File: config.mk
export PLATFORM = sky130hd
export DESIGN_NAME = move_repeat
export DESIGN_NICKNAME = d
export VERILOG_FILES = /design/src/rtl/move_pkg.sv /design/src/rtl/move_debounce.sv /design/src/rtl/move_repeat.sv
export SDC_FILE = /design/constraint.sdc
export NUM_CORES = 1
export LEC_CHECK = 0
export BUFFER_PORTS_ARGS = -buffer_cell sky130_fd_sc_hd__clkbuf_2
export CAP_MARGIN = 0
export CORE_UTILIZATION = 30
export CTS_CLUSTER_DIAMETER = 120
export DETAILED_ROUTE_END_ITERATION = 7
export SLEW_MARGIN = 20
export SYNTH_ARGS = -nofsm -noshare
export SYNTH_HDL_FRONTEND = slang
export SYNTH_SLANG_ARGS = --single-unit
File: constraint.sdc
create_clock -name clk -period 2.58 [get_ports clk]
set_clock_uncertainty 0.2 [all_clocks]
set_input_delay 0.129 -clock clk [delete_from_list [all_inputs] [get_ports clk]]
set_output_delay 0.129 -clock clk [all_outputs]
set_load 0.03 [all_outputs]
File: src/rtl/move_pkg.sv
// Shared constants, state encoding and helpers for the move_repeat direction controller.
package move_pkg;

   localparam logic [3:0] DIR_NONE       = 4'b0000;
   localparam logic [3:0] DIR_UP         = 4'b0001;
   localparam logic [3:0] DIR_DOWN       = 4'b0010;
   localparam logic [3:0] DIR_LEFT       = 4'b0100;
   localparam logic [3:0] DIR_RIGHT      = 4'b1000;
   localparam logic [3:0] DIR_UP_LEFT    = DIR_UP   | DIR_LEFT;
   localparam logic [3:0] DIR_UP_RIGHT   = DIR_UP   | DIR_RIGHT;
   localparam logic [3:0] DIR_DOWN_LEFT  = DIR_DOWN | DIR_LEFT;
   localparam logic [3:0] DIR_DOWN_RIGHT = DIR_DOWN | DIR_RIGHT;

   localparam int unsigned STATE_W = 2;
   localparam logic [STATE_W-1:0] ST_IDLE  = 2'd0;
   localparam logic [STATE_W-1:0] ST_PRESS = 2'd1;
   localparam logic [STATE_W-1:0] ST_HOLD  = 2'd2;

   // Opposing buttons cancel each other; diagonals pass through.
   function automatic logic [3:0] mask_opposing(input logic [3:0] d);
      logic [3:0] r;
      r = d;
      if (d[0] && d[1]) r[1:0] = 2'b00;
      if (d[2] && d[3]) r[3:2] = 2'b00;
      return r;
   endfunction

   function automatic int unsigned max3(input int unsigned a, input int unsigned b,
                                        input int unsigned c);
      int unsigned m;
      m = a;
      if (b > m) m = b;
      if (c > m) m = c;
      return m;
   endfunction

endpackage

File: src/rtl/move_debounce.sv
// Two-flop synchroniser followed by a stability-run debouncer on the 4 button lines.
module move_debounce
   import move_pkg::*;
#(
   parameter int unsigned DEB_CYC = 1_000_000
) (
   input  logic       clk,
   input  logic       rst,
   input  logic [3:0] move,
   output logic [3:0] move_db
);

   localparam int unsigned RUN_W = $clog2(DEB_CYC + 1);
   localparam logic [RUN_W-1:0] RUN_MAX = RUN_W'(DEB_CYC);

   logic [3:0]       sync1_q, sync1_d;
   logic [3:0]       sync2_q, sync2_d;
   logic [3:0]       prev_q, prev_d;
   logic [RUN_W-1:0] run_q, run_d;
   logic [3:0]       move_db_q, move_db_d;

   // run counts consecutive cycles the synchronised value has held, including this one
   always_comb begin
      sync1_d   = move;
      sync2_d   = sync1_q;
      prev_d    = sync2_q;
      run_d     = run_q;
      move_db_d = move_db_q;
      if (sync2_q != prev_q) begin
         run_d = RUN_W'(1);
      end else if (run_q != RUN_MAX) begin
         run_d = run_q + RUN_W'(1);
      end
      if (run_d == RUN_MAX) begin
         move_db_d = sync2_q;
      end
   end

   always_ff @(posedge clk) begin
      if (rst) begin
         sync1_q   <= '0;
         sync2_q   <= '0;
         prev_q    <= '0;
         run_q     <= '0;
         move_db_q <= '0;
      end else begin
         sync1_q   <= sync1_d;
         sync2_q   <= sync2_d;
         prev_q    <= prev_d;
         run_q     <= run_d;
         move_db_q <= move_db_d;
      end
   end

   assign move_db = move_db_q;

endmodule

File: src/rtl/move_repeat.sv
// Button-to-direction controller: debounce, opposing-pair mask, tap pulse and hold/repeat FSM.
module move_repeat
   import move_pkg::*;
#(
   parameter int unsigned DEB_CYC     = 1_000_000,
   parameter int unsigned HOLD_CYC    = 200_000_000,
   parameter int unsigned REPEAT_MODE = 0,
   parameter int unsigned REPEAT_CYC  = 10_000_000
) (
   input  logic       clk,
   input  logic       rst,
   input  logic [3:0] move,
   output logic [3:0] direction,
   output logic       push_all
);

   localparam int unsigned CNT_W = $clog2(max3(DEB_CYC, HOLD_CYC, REPEAT_CYC) + 1);
   localparam logic [CNT_W-1:0] HOLD_LAST = CNT_W'(HOLD_CYC - 1);
   localparam logic [CNT_W-1:0] RPT_LAST  = CNT_W'(REPEAT_CYC - 1);
   localparam logic [CNT_W-1:0] CNT_MAX   = '1;

   logic [3:0]         move_db;
   logic [3:0]         dir_in;
   logic [STATE_W-1:0] state_q, state_d;
   logic [CNT_W-1:0]   hcnt_q, hcnt_d;
   logic [CNT_W-1:0]   rcnt_q, rcnt_d;
   logic [3:0]         dir_reg_q, dir_reg_d;
   logic [3:0]         direction_q, direction_d;
   logic               push_all_q, push_all_d;

   move_debounce #(.DEB_CYC(DEB_CYC)) u_debounce (
      .clk     (clk),
      .rst     (rst),
      .move    (move),
      .move_db (move_db)
   );

   assign dir_in = mask_opposing(move_db);

   always_comb begin
      state_d     = state_q;
      hcnt_d      = hcnt_q;
      rcnt_d      = rcnt_q;
      dir_reg_d   = dir_reg_q;
      direction_d = DIR_NONE;
      push_all_d  = 1'b0;
      case (state_q)
         ST_IDLE: begin
            hcnt_d = '0;
            if (dir_in != DIR_NONE) begin
               dir_reg_d   = dir_in;
               direction_d = dir_in;
               state_d     = ST_PRESS;
            end
         end
         ST_PRESS: begin
            if (dir_in == DIR_NONE) begin
               state_d = ST_IDLE;
               hcnt_d  = '0;
            end else if (dir_in != dir_reg_q) begin
               dir_reg_d   = dir_in;
               direction_d = dir_in;
               hcnt_d      = '0;
            end else if (hcnt_q == HOLD_LAST) begin
               state_d     = ST_HOLD;
               rcnt_d      = '0;
               push_all_d  = 1'b1;
               direction_d = (REPEAT_MODE != 0) ? dir_reg_q : dir_in;
            end else if (hcnt_q != CNT_MAX) begin
               hcnt_d = hcnt_q + CNT_W'(1);
            end
         end
         ST_HOLD: begin
            if (dir_in == DIR_NONE) begin
               state_d = ST_IDLE;
               hcnt_d  = '0;
               rcnt_d  = '0;
            end else begin
               push_all_d = 1'b1;
               // A new held direction restarts the repeat period with an immediate pulse
               if (dir_in != dir_reg_q) begin
                  dir_reg_d   = dir_in;
                  rcnt_d      = '0;
                  direction_d = dir_in;
               end else if (REPEAT_MODE == 0) begin
                  direction_d = dir_in;
               end else if (rcnt_q == RPT_LAST) begin
                  rcnt_d      = '0;
                  direction_d = dir_reg_q;
               end else if (rcnt_q != CNT_MAX) begin
                  rcnt_d = rcnt_q + CNT_W'(1);
               end
            end
         end
         default: begin
            state_d = ST_IDLE;
         end
      endcase
   end

   always_ff @(posedge clk) begin
      if (rst) begin
         state_q     <= ST_IDLE;
         hcnt_q      <= '0;
         rcnt_q      <= '0;
         dir_reg_q   <= DIR_NONE;
         direction_q <= DIR_NONE;
         push_all_q  <= 1'b0;
      end else begin
         state_q     <= state_d;
         hcnt_q      <= hcnt_d;
         rcnt_q      <= rcnt_d;
         dir_reg_q   <= dir_reg_d;
         direction_q <= direction_d;
         push_all_q  <= push_all_d;
      end
   end

   assign direction = direction_q;
   assign push_all  = push_all_q;

endmodule
==> summary.txt, run 1 <==
Floorplanning
  • Number of top-level pins: 11
  • Core region area: 12200 um2
  • Starting Density: a little under a third
  • Die ar.: 13200 um2
  • Die width: roughly 110 um
  • Floorplan row count: 40
  • Chip height: 115 um

Power and ir drop
  • Static Leakage: around 0.0018 uW
  • Post-layout power: 2560 uW
  • VDD IR-drop max: around 0.45 mV
  • Pwr dens: around 530 nW/um2

Logic synthesis
  • Yosys warns: 0
  • Post-Synthesis Mean Instance Area: roughly 8.7 um2
  • Number of synthesized register bits: 75
  • Syn_nets: 459
  • Top cells by area in the synthesized netlist: dfxtp_1, xor2_1, nor2_1
  • Portion of synthesized cell area occupied by the leading cell type: 39.4%
  • Netlist area before placement: roughly 3800 um2
  • Most area-hungry cell type in the Yosys netlist: dfxtp_1
  • Number of enable flip-flop cells after synthesis: 0
  • Number of instances in the synthesized netlist: 439
  • Share of synthesized flip-flops with an asynchronous set or reset: 0%
  • Share of synthesized area occupied by flip-flops and latches: roughly two fifths
  • Synth Flop Type: dfxtp_1
  • Library cells used by synthesis: 56

Global route
  • Global-route usage over all layers: ~14%
  • Wire length of the first global-routing pass: roughly 15000 um
  • GRT overflow: 0
  • Largest net degree at the start of global routing: 22
  • Antenna violations before repair: 0
  • Number of global-route vias before repair: approximately 3300

Clock network
  • CTS tree: yes
  • Clk_lat worst skew: 340 ps
  • H-tree depth: 3
  • Clock transition at the registers of the reported paths: 70 ps
  • CTS buffer count: 9
  • Clock sink total: 75
  • Clock root buffer master: clkbuf_16
  • Maximum number of buffers from clock root to sink: 2

Timing
  • Relative max-transition margin: 47.1%
  • Final Hold Vio Count: 0
  • Timing-limited maximum frequency: 0.400 GHz
  • Max-slew violation total from the final report: 0
  • Final min period: between 2000 and 3000 ps
  • Setup TNS: 0 ps
  • RSZ-0062 raised after global routing: yes
  • Part of the cycle the worst path needs: between 90% and 100%
  • Transition time of the tightest slew-check pin: 793 ps
  • Final setup viols: 0
  • Final Worst Setup Slack: roughly 80 ps

Layout
  • Relative area change from synthesis to final layout: 26.4%
  • Post-layout nets: between 500 and 600
  • Post-layout util: 39.5%
  • Antenna Diode Count: 0
  • Layout cell share with drive strength beyond 1: between 20% and 30%

Detailed routing
  • Initial detailed-routing violation count: ~230
  • Via density per instance: 4.83
  • Routed via count: ~3200
  • Wire length after detailed routing: between 8000 and 9000 um
  • Remaining antenna violation count: 0
  • Number of search-and-repair iterations in the first detailed-routing pass: 4
  • DRC violations left: 0
  • Wire length per cell: roughly 13 um

Setup path
  • Count of buffer and inverter cells on the critical path: 2
  • End of the worst register-to-register path: u_debounce.move_db[2]
  • Arrival time at the worst endpoint: 2530 ps
  • Worst setup path startpoint: u_debounce.run_q[1]
  • Sort of element at the start of the critical path: flip-flop
  • Critical Path Sink: u_debounce.move_db[2]
  • Endpoint class of the critical path: flip-flop
  • Type of the worst setup path: flip-flop to flip-flop
  • Biggest fanout along the worst timing path: 5
  • Delay contributed by the slowest stage of the critical path: a little under 400 ps
  • Minimum setup slack among reg-to-reg paths: about 79 ps
  • CP cell instances: buf_4, and2_2, buf_4, o21a_1, a21oi_1, a31oi_1, nor4_2, nand4_4, mux2_4
  • Critical Path Stages: 9
  • Required time of the critical path: around 2600 ps
  • Critical R2R Launch: u_debounce.run_q[1]
  • Cell family with the largest share of critical-path delay: simple AND/OR/NAND/NOR gates
  • Cell type of the slowest stage on the worst timing path: nor4_2
  • Worst Reg-to-Reg Cells: 9
  • Dominant cell type by count on the critical path: buf_4

Placement
  • RD Place Congestion: ~0.83
  • Detail Placement HPWL: 5890 um
  • Port bufs: 10
  • Worst slack at placement: -32.1 ps

Worst hold path
  • Type of the worst min-delay path: input pin to flip-flop
  • Worst hold stages: 2

Run
  • Max cap viols: 0

Status
  • Outcome: complete, no violations
==> registers in the layout, summed over array words and instances (netlist names) <==
signal and cells:
u_debounce.sync1_q 4, push_all 1, u_debounce.prev_q 4, u_debounce.run_q 20, u_debounce.move_db 4, u_debounce.prev_d 4
dir_reg_q 4, hcnt_q 28, state_q 2, direction 4
==> worst min path at each step <==
stage	start	end	slack [ps]
after floorplan	rst	u_debounce.prev_q[3]	8
after global placement	move[3]	u_debounce.sync1_q[3]	150
after detailed placement	move[3]	u_debounce.sync1_q[3]	150
after CTS	rst	u_debounce.run_q[0]	40
after global routing	rst	u_debounce.run_q[0]	80
final	rst	u_debounce.run_q[0]	40
==> layout make-up <==
type / count / area (um2)
clock buffer: 9 / 225
fill: 1251 / 7390
multi-input combinational: 333 / 2290
tap: 168 / 210
inverter: 13 / 51.3
timing repair buffer: 60 / 435
clock inverter: 7 / 81.3
sequential: 75 / 1520
==> where the power goes <==
group,switching [uW],internal [uW],leakage (uW)
Clock,524,764,0.000147
Sequential,6.14,1170,0.000611
Combinational,50.0,49.1,0.00104
==> cells in the mapped netlist (2+ instances only) <==
cell type and count:
a21oi_1 14, nor4_2 2, dfxtp_1 75, a21o_1 2
and3_1 9, buf_4 3, nand3_1 33, mux2_1 4
nand4_2 3, inv_1 13, and4_1 5, xnor2_1 8
xor2_1 41, nand2_1 30, a22oi_1 3, a31oi_1 4
o21ai_0 6, buf_6 2, mux2i_1 7, o32ai_1 2
ha_1 14, clkbuf_1 11, nor2_1 62, o22a_1 2
a211o_1 2, and2_1 3, nor4_1 4, nor2b_1 15
nand3b_1 2, or4_1 3, nor3_1 12, or3_1 3
nand4_1 15, a41oi_1 2, nand2b_1 2
==> cells by family (layout without fill, tap and decap cells) <==
kind of cell | after synthesis | after routing | share of synthesized area, %
xor gates and xnor gates | 49 | 49 | 11.3
and+or+nand+nor | 212 | 212 | 29.6
DFF | 75 | 75 | 39.4
adders and majority gates | 14 | 14 | 4.59
AOI/OAI and AO/OA | 46 | 46 | 8.04
muxes | 12 | 12 | 3.31
buffers and inverters | 31 | 89 | 3.87
==> metrics by stage <==
stage / hold slack (ps) / instances / area (um2)
CTS: 35.6 / 658 / 4660
global route: 76.7 / 665 / 4820
floorplan: 8.48 / 439 / 3820
detailed placement: 149 / 634 / 4240
finish: 38.1 / 665 / 4820
global placement: 151 / 634 / 4240
==> timing repair <==
action,CTS,global route
pin swaps,6,9
hold endpoints to repair,4,0
endpoints found under the setup margin,4,37
hold buffers,4,0
buffers inserted,4,7
gates resized for setup,14,28
==> metal layers <==
layer / track usage (%) / up-vias / share of wire (%)
met5: 0 / - / 0
met4: 6.84 / 0 / 1.8
met3: 2.53 / 8 / 2.3
met2: 22.6 / 58 / 47
met1: 18.2 / 1513 / 48
li1: - / 1635 / -
==> placed cells by master (no fill, tap or decap), types with 3 or more instances in the layout <==
cell           netlist  layout
mux2i_1              7       7
nor4_2               2       3
a22oi_1              3       3
nand3_1             33      32
nand2_1             30      30
dfxtp_1             75      67
inv_6                0       4
nor3_1              12      12
or3_1                3       3
dfxtp_2              0       4
nand4_1             15      15
buf_4                3      46
clkbuf_2             0      10
nor2b_1             15      15
dfxtp_4              0       4
ha_1                14      10
and4_1               5       4
mux2_4               0       4
a31oi_1              4       4
dlygate4sd3_1        0       4
and3_1               9       9
xnor2_1              8       8
o21ai_0              6       5
inv_1               13      11
a21oi_1             14      12
xor2_1              41      40
nor2_1              62      62
clkbuf_16            0       9
No activity file was read; power rests on OpenSTA's default activity.
==> inputs of run 2 (changes only) <==
--- a/config.mk
+++ b/config.mk
@@ -10,6 +10,7 @@
 export CORE_UTILIZATION = 30
 export CTS_CLUSTER_DIAMETER = 120
 export DETAILED_ROUTE_END_ITERATION = 7
+export HOLD_SLACK_MARGIN = 0.05
 export SLEW_MARGIN = 20
 export SYNTH_ARGS = -nofsm -noshare
 export SYNTH_HDL_FRONTEND = slang
==> run 2 against run 1 <==
Register-to-register slack hardly changed. Maximum frequency is 0.10% lower. Flip-flop and latch count is the same. Utilization rose by 0.41 points. Clock power hardly changed. Total power up 0.35%. Wire length is 0.91% higher. Critical path type unchanged. Critical endpoint unchanged. Highest routed layer unchanged.
==> summary.txt, run 2 (synthesized netlist as in run 1, its figures left out) <==
Power and ir drop
  • Switching power of the nets: 584 uW (was 580 uW)
  • VDD IR-drop max: 0.452 mV (was 0.453 mV)
  • Post-layout power: 2570 uW (was 2560 uW)
  • Flop pwr share: 45.6% (was 45.8%)
  • Net Sw Frac: 22.8% (was 22.7%)
  • Static Leakage: 0.00183 uW (was 0.00180 uW)
  • Pwr dens: 527 nW/um2 (was 531 nW/um2)
  • Comb power frac: 4.1% (was 3.9%)
  • Portion of total power attributed to the clock network: 50.3% (about the same)
  • Cell-internal power: 1980 uW (about the same)

Timing
  • Part of the cycle the worst path needs: 97.0% (was 96.9%)
  • Final Hold Vio Count: 0 (unchanged)
  • RSZ-0062 raised after global routing: yes (unchanged)
  • Final min period: 2500 ps (about the same)
  • Timing-limited maximum frequency: 0.399 GHz (was 0.400 GHz)
  • Final setup viols: 0 (unchanged)
  • Max-slew violation total from the final report: 0 (unchanged)
  • Final Worst Setup Slack: 76.2 ps (was 78.7 ps)
  • Transition time of the tightest slew-check pin: 793 ps (about the same)
  • Relative max-transition margin: 47.1% (about the same)

Global route
  • Number of global-route vias before repair: 3263 (was 3258)
  • Largest net degree at the start of global routing: 22 (unchanged)
  • Antenna violations before repair: 0 (unchanged)
  • Global-route usage over all layers: 14.1% (was 14.0%)
  • Wire length of the first global-routing pass: 15000 um (was 14900 um)
  • GRT overflow: 0 (unchanged)

Setup path
  • Arrival time at the worst endpoint: 2530 ps (about the same)
  • Type of the worst setup path: flip-flop to flip-flop (unchanged)
  • End of the worst register-to-register path: u_debounce.move_db[2] (unchanged)
  • Sort of element at the start of the critical path: flip-flop (unchanged)
  • Minimum setup slack among reg-to-reg paths: 80 ps (about the same)
  • Biggest fanout along the worst timing path: 4 (was 5)
  • CP cell instances: inv_4, ha_4, or3b_4, o41ai_2, mux2i_1, nor4_2, nand4_4, mux2_4 (was buf_4, and2_2, buf_4, o21a_1, a21oi_1, a31oi_1, nor4_2, nand4_4, mux2_4)
  • Worst Reg-to-Reg Cells: 8 (was 9)
  • Required time of the critical path: 2610 ps (about the same)
  • Critical R2R Launch: u_debounce.run_q[1] (unchanged)
  • Count of buffer and inverter cells on the critical path: 1 (was 2)
  • Endpoint class of the critical path: flip-flop (unchanged)
  • Cell family with the largest share of critical-path delay: simple AND/OR/NAND/NOR gates (unchanged)
  • Cell type of the slowest stage on the worst timing path: or3b_4 (was nor4_2)
  • Delay contributed by the slowest stage of the critical path: 370 ps (was 390 ps)

Layout
  • Number of flip-flops under the largest register name: 28 (unchanged)
  • Antenna Diode Count: 0 (unchanged)
  • Most common library cell in the layout ignoring fill and taps: dfxtp_1 (unchanged)
  • Leading registers by flop count: hcnt_q: 28 flops, u_debounce.run_q: 20 flops (unchanged)
  • Post-Layout Inst Area: 4870 um2 (was 4820 um2)
  • Post-layout nets: 517 (was 512)
  • Highest-count cells in the layout ignoring fill and taps: dfxtp_1, nor2_1, buf_4 (unchanged)
  • Relative area change from synthesis to final layout: 27.7% (was 26.4%)
  • Layout cell share with drive strength beyond 1: 22.9% (was 23.1%)
  • Register containing the most flip-flops in the final layout: hcnt_q (unchanged)

Floorplanning
  • Floorplan row count: 40 (unchanged)
  • Core region area: 12200 um2 (unchanged)
  • Die ar.: 13200 um2 (unchanged)
  • Chip height: 115 um (unchanged)
  • Number of top-level pins: 11 (unchanged)
  • Die width: 115 um (unchanged)
  • Starting Density: 31.2% (unchanged)

Clock network
  • Maximum number of buffers from clock root to sink: 2 (unchanged)
  • Clock root buffer master: clkbuf_16 (unchanged)
  • CTS tree: yes (unchanged)
  • CTS buffer count: 9 (unchanged)
  • Clock transition at the registers of the reported paths: 70 ps (about the same)
  • Clock sink total: 75 (unchanged)
  • Clk_lat worst skew: 340 ps (about the same)
  • H-tree depth: 3 (unchanged)

Detailed routing
  • Wire length after detailed routing: 8650 um (was 8580 um)
  • Remaining antenna violation count: 0 (unchanged)
  • Via density per instance: 4.81 (was 4.83)
  • DRC violations left: 0 (unchanged)
  • Initial detailed-routing violation count: 198 (was 227)
  • Wire length per cell: 12.9 um (about the same)
  • Routed via count: 3226 (was 3214)
  • Number of search-and-repair iterations in the first detailed-routing pass: 4 (unchanged)

Worst hold path
  • Worst hold start: u_debounce.sync1_q[1] (was rst)
  • Worst hold endpoint: u_debounce.prev_d[1] (was u_debounce.run_q[0])
  • Type of the worst min-delay path: flip-flop to flip-flop (was input pin to flip-flop)
  • Worst hold stages: 1 (was 2)

Run
  • Max cap viols: 0 (unchanged)

Placement
  • RD Place Congestion: 0.833 (unchanged)
  • Port bufs: 10 (unchanged)
  • Detail Placement HPWL: 5890 um (unchanged)
  • Total cell area at the placement stage: 4240 um2 (unchanged)
  • Worst slack at placement: -32.1 ps (unchanged)

Status
  • Outcome: complete, no violations (unchanged)
[run 2: cell types whose count changed in the layout (fill, tap and decap cells not counted)]
cell / delta
dlygate4sd3_1: +5
[run 2: repair_timing]
item                                    4_1_cts  5_1_grt
pin swaps                                     6        9
gates resized for setup                      14       28
hold buffers                                  9        0
endpoints found under the setup margin        4       37
buffers inserted                              4        7
hold endpoints to repair                     10        0
[run 2: cell type report]
cell class / count / area, um2
Fill cell: 1244 / 7340
Multi-Input combinational cell: 333 / 2290
Sequential cell: 75 / 1520
Timing Repair Buffer: 65 / 485
Clock buffer: 9 / 225
Tap cell: 168 / 210
Clock inverter: 7 / 81.3
Inverter: 13 / 51.3
[run 2: layer usage]
layer  wire length, um  vias to the layer above  share of wire (%)  GRT usage [%]
li1                  -                     1646                  -              -
met1              4190                     1523                 48           18.4
met5                 0                        -                  0              0
met3               199                       11                2.3           2.53
met2              4070                       46                 47           22.7
met4               187                        0                2.2           6.84
[run 2: power by group through the flow]
stage / combinational, uW / clock (uW) / sequential [uW]
after floorplan: 46.4 / 0 / 1200
after global placement: 67.8 / 0 / 1200
after global routing: 114 / 1360 / 1170
after CTS: 87.9 / 1320 / 1170
final: 105 / 1290 / 1170
after detailed placement: 70.0 / 0 / 1200
[run 2: how the worst max path moves through the flow]
stage	start	to	slack [ps]	cells past startpoint
3_3_place_gp	u_debounce.run_q[1]	u_debounce.move_db[2]	60	8
6_report	u_debounce.run_q[1]	u_debounce.move_db[2]	80	8
4_1_cts	u_debounce.run_q[4]	u_debounce.move_db[3]	-30	6
2_1_floorplan	u_debounce.run_q[0]	u_debounce.move_db[0]	20	8
5_1_grt	u_debounce.run_q[7]	u_debounce.move_db[0]	-30	7
3_5_place_dp	u_debounce.run_q[1]	u_debounce.move_db[0]	-30	8
[run 2: per-stage QoR]
stage,utilization [%],std cells,hold slack [ps],setup TNS (ps)
floorplan,-,439,8.48,0
global placement,34.8,634,151,0
finish,39.9,670,241,0
CTS,38.6,663,246,-90.0
global route,39.9,670,255,-103
detailed placement,34.8,634,149,-112
==> inputs of run 3 (changes only) <==
--- a/config.mk
+++ b/config.mk
@@ -11,6 +11,7 @@
 export CTS_CLUSTER_DIAMETER = 120
 export DETAILED_ROUTE_END_ITERATION = 7
 export HOLD_SLACK_MARGIN = 0.05
+export RECOVER_POWER = 25
 export SLEW_MARGIN = 20
 export SYNTH_ARGS = -nofsm -noshare
 export SYNTH_HDL_FRONTEND = slang
==> run 3 against run 2 <==
Critical path depth unchanged. Sequential share of layout area about the same. First-iteration DRC count increased by 1.0%. Register-to-register slack about the same. Flip-flop and latch count unchanged. Maximum frequency about the same. Critical path type unchanged.
==> summary.txt, run 3 (synthesized netlist as in run 1, its figures left out) <==
Status
  • Outcome: complete, no violations (unchanged)

Layout
  • Most common library cell in the layout ignoring fill and taps: dfxtp_1 (unchanged)
  • Register containing the most flip-flops in the final layout: hcnt_q (unchanged)
  • Post-Layout Inst Area: 4860 um2 (was 4870 um2)
  • Antenna Diode Count: 0 (unchanged)
  • Count of fill cells added during filler insertion: 1248 (was 1244)
  • Layout cell share with drive strength beyond 1: 21.7% (was 22.9%)
  • Post-layout nets: 517 (unchanged)
  • Leading registers by flop count: hcnt_q: 28 flops, u_debounce.run_q: 20 flops (unchanged)
  • Number of cells in the finished layout apart from fillers: 670 (unchanged)
  • Number of flip-flops under the largest register name: 28 (unchanged)
  • Highest-count cells in the layout ignoring fill and taps: dfxtp_1, nor2_1, buf_4 (unchanged)
  • Relative area change from synthesis to final layout: 27.5% (was 27.7%)

Detailed routing
  • Routed via count: 3233 (was 3226)
  • Wire length per cell: 12.9 um (about the same)
  • Via density per instance: 4.83 (was 4.81)
  • Met3 layer wire length in the routed design: 248 um (was 199 um)
  • DRC violations left: 0 (unchanged)
  • Wire length after detailed routing: 8620 um (was 8650 um)
  • Remaining antenna violation count: 0 (unchanged)
  • Met2 Routed Length: 4060 um (was 4070 um)
  • Number of search-and-repair iterations in the first detailed-routing pass: 4 (unchanged)
  • Routed metal-1 wire length: 4130 um (was 4190 um)
  • Initial detailed-routing violation count: 200 (was 198)
  • Top routing layer in use: met4 (unchanged)

Placement
  • Total cell area at the placement stage: 4240 um2 (unchanged)
  • Port bufs: 10 (unchanged)
  • Number of placed instances, taps included: 634 (unchanged)
  • Detail Placement HPWL: 5890 um (unchanged)
  • Worst slack at placement: -32.1 ps (unchanged)
  • RD Place Congestion: 0.833 (unchanged)

Setup path
  • Delay contributed by the slowest stage of the critical path: 370 ps (about the same)
  • End of the worst register-to-register path: u_debounce.move_db[2] (unchanged)
  • Endpoint class of the critical path: flip-flop (unchanged)
  • Cell family with the largest share of critical-path delay: simple AND/OR/NAND/NOR gates (unchanged)
  • Cell type of the slowest stage on the worst timing path: or3b_4 (unchanged)
  • Biggest fanout along the worst timing path: 4 (unchanged)
  • Arrival time at the worst endpoint: 2530 ps (about the same)
  • Sort of element at the start of the critical path: flip-flop (unchanged)
  • Required time of the critical path: 2610 ps (about the same)
  • Worst setup path startpoint: u_debounce.run_q[1] (unchanged)
  • Type of the worst setup path: flip-flop to flip-flop (unchanged)
  • Critical R2R Launch: u_debounce.run_q[1] (unchanged)
  • Worst Reg-to-Reg Cells: 8 (unchanged)
  • Minimum setup slack among reg-to-reg paths: 80 ps (about the same)
  • Count of buffer and inverter cells on the critical path: 1 (unchanged)
  • CP cell instances: inv_4, ha_4, or3b_4, o41ai_2, mux2i_1, nor4_2, nand4_4, mux2_4 (unchanged)

Floorplanning
  • Starting Density: 31.2% (unchanged)
  • Chip height: 115 um (unchanged)
  • Core region area: 12200 um2 (unchanged)
  • Die width: 115 um (unchanged)
  • Number of top-level pins: 11 (unchanged)
  • Floorplan row count: 40 (unchanged)
  • Die ar.: 13200 um2 (unchanged)

Timing
  • Part of the cycle the worst path needs: 97.0% (about the same)
  • Timing-limited maximum frequency: 0.399 GHz (about the same)
  • Transition time of the tightest slew-check pin: 824 ps (was 793 ps)
  • Relative max-transition margin: 45.0% (was 47.1%)
  • Final Worst Setup Slack: 76.2 ps (about the same)
  • Setup TNS: 0 ps (unchanged)
  • RSZ-0062 raised after global routing: yes (unchanged)
  • Final Hold Vio Count: 0 (unchanged)
  • Hold WS: 241 ps (unchanged)
  • Final setup viols: 0 (unchanged)
  • Final min period: 2500 ps (about the same)
  • Max-slew violation total from the final report: 0 (unchanged)

Global route
  • Largest net degree at the start of global routing: 22 (unchanged)
  • GRT overflow: 0 (unchanged)
  • Antenna violations before repair: 0 (unchanged)
  • Wire length of the first global-routing pass: 15000 um (unchanged)
  • Global-route usage over all layers: 14.1% (unchanged)
  • Number of global-route vias before repair: 3263 (unchanged)

Clock network
  • CTS tree: yes (unchanged)
  • Clock sink total: 75 (unchanged)
  • H-tree depth: 3 (unchanged)
  • CTS buffer count: 9 (unchanged)
  • Clock transition at the registers of the reported paths: 70 ps (about the same)
  • Maximum number of buffers from clock root to sink: 2 (unchanged)
  • Clock root buffer master: clkbuf_16 (unchanged)
  • Clk_lat worst skew: 340 ps (about the same)

Power and ir drop
  • Comb power frac: 4.1% (about the same)
  • Cell-internal power: 1980 uW (about the same)
  • Pwr dens: 528 nW/um2 (was 527 nW/um2)
  • Static Leakage: 0.00181 uW (was 0.00183 uW)
  • VDD IR-drop max: 0.452 mV (about the same)
  • Switching power of the nets: 582 uW (was 584 uW)
  • Net Sw Frac: 22.7% (was 22.8%)
  • Portion of total power attributed to the clock network: 50.2% (was 50.3%)
  • Flop pwr share: 45.7% (was 45.6%)

Run
  • Max cap viols: 0 (unchanged)

Worst hold path
  • Worst hold stages: 1 (unchanged)
  • Worst hold start: u_debounce.sync1_q[1] (unchanged)
  • Worst hold endpoint: u_debounce.prev_d[1] (unchanged)
  • Type of the worst min-delay path: flip-flop to flip-flop (unchanged)
## run 3: cell types whose count changed in the layout (fill, tap and decap cells not counted)
cell and change:
clkbuf_2 -6, clkbuf_1 +6
## run 3: stage by stage
stage / util [%] / total power [uW]
floorplan: - / 1250
global placement: 34.8 / 1270
detailed placement: 34.8 / 1270
CTS: 38.6 / 2580
global route: 39.8 / 2650
finish: 39.8 / 2570
## run 3: worst max path at each step
| stage | endpoint | slack (ps) | depth (start not counted) |
|---|---|---|---|
| after global placement | u_debounce.move_db[2] | 60 | 8 |
| after detailed placement | u_debounce.move_db[0] | -30 | 8 |
| after global routing | u_debounce.move_db[0] | -30 | 7 |
| after floorplan | u_debounce.move_db[0] | 20 | 8 |
| after CTS | u_debounce.move_db[3] | -30 | 6 |
| final | u_debounce.move_db[2] | 80 | 8 |
## run 3: worst register-to-register path: cells and delay by family (launching register included)
family / cells / cell delay, ps
simple gates: 3 / 850
mux: 2 / 490
flops: 1 / 360
compound gates: 1 / 330
fa+ha+maj: 1 / 100
buf+inv: 1 / 50
## run 3: area by class of cell
cell class                      count  area, um2  share of cell area, %
Inverter                           13       51.3                   1.06
Timing Repair Buffer               65        478                   9.83
Clock inverter                      7       81.3                   1.67
Tap cell                          168        210                   4.32
Clock buffer                        9        225                   4.63
Sequential cell                    75       1520                   31.3
Multi-Input combinational cell    333       2290                   47.2
## run 3: power groups by stage
stage	logic (uW)	clock network, uW	registers (uW)
2_1_floorplan	46.4	0	1200
3_3_place_gp	67.8	0	1200
3_5_place_dp	70.0	0	1200
4_1_cts	87.9	1320	1170
5_1_grt	114	1360	1170
6_report	105	1290	1170
## run 3: what timing repair did
action,4_1_cts,5_1_grt
endpoints found under the setup margin,4,37
buffers inserted,4,7
gates resized for setup,14,28
pin swaps,6,9
endpoints found under the hold margin,10,0
hold buffers,9,0
## run 3: routing by layer
| layer | vias up | track usage (%) |
|---|---|---|
| met5 | - | 0 |
| met4 | 0 | 6.84 |
| met3 | 10 | 2.53 |
| met2 | 65 | 22.7 |
| met1 | 1511 | 18.4 |
| li1 | 1647 | - |
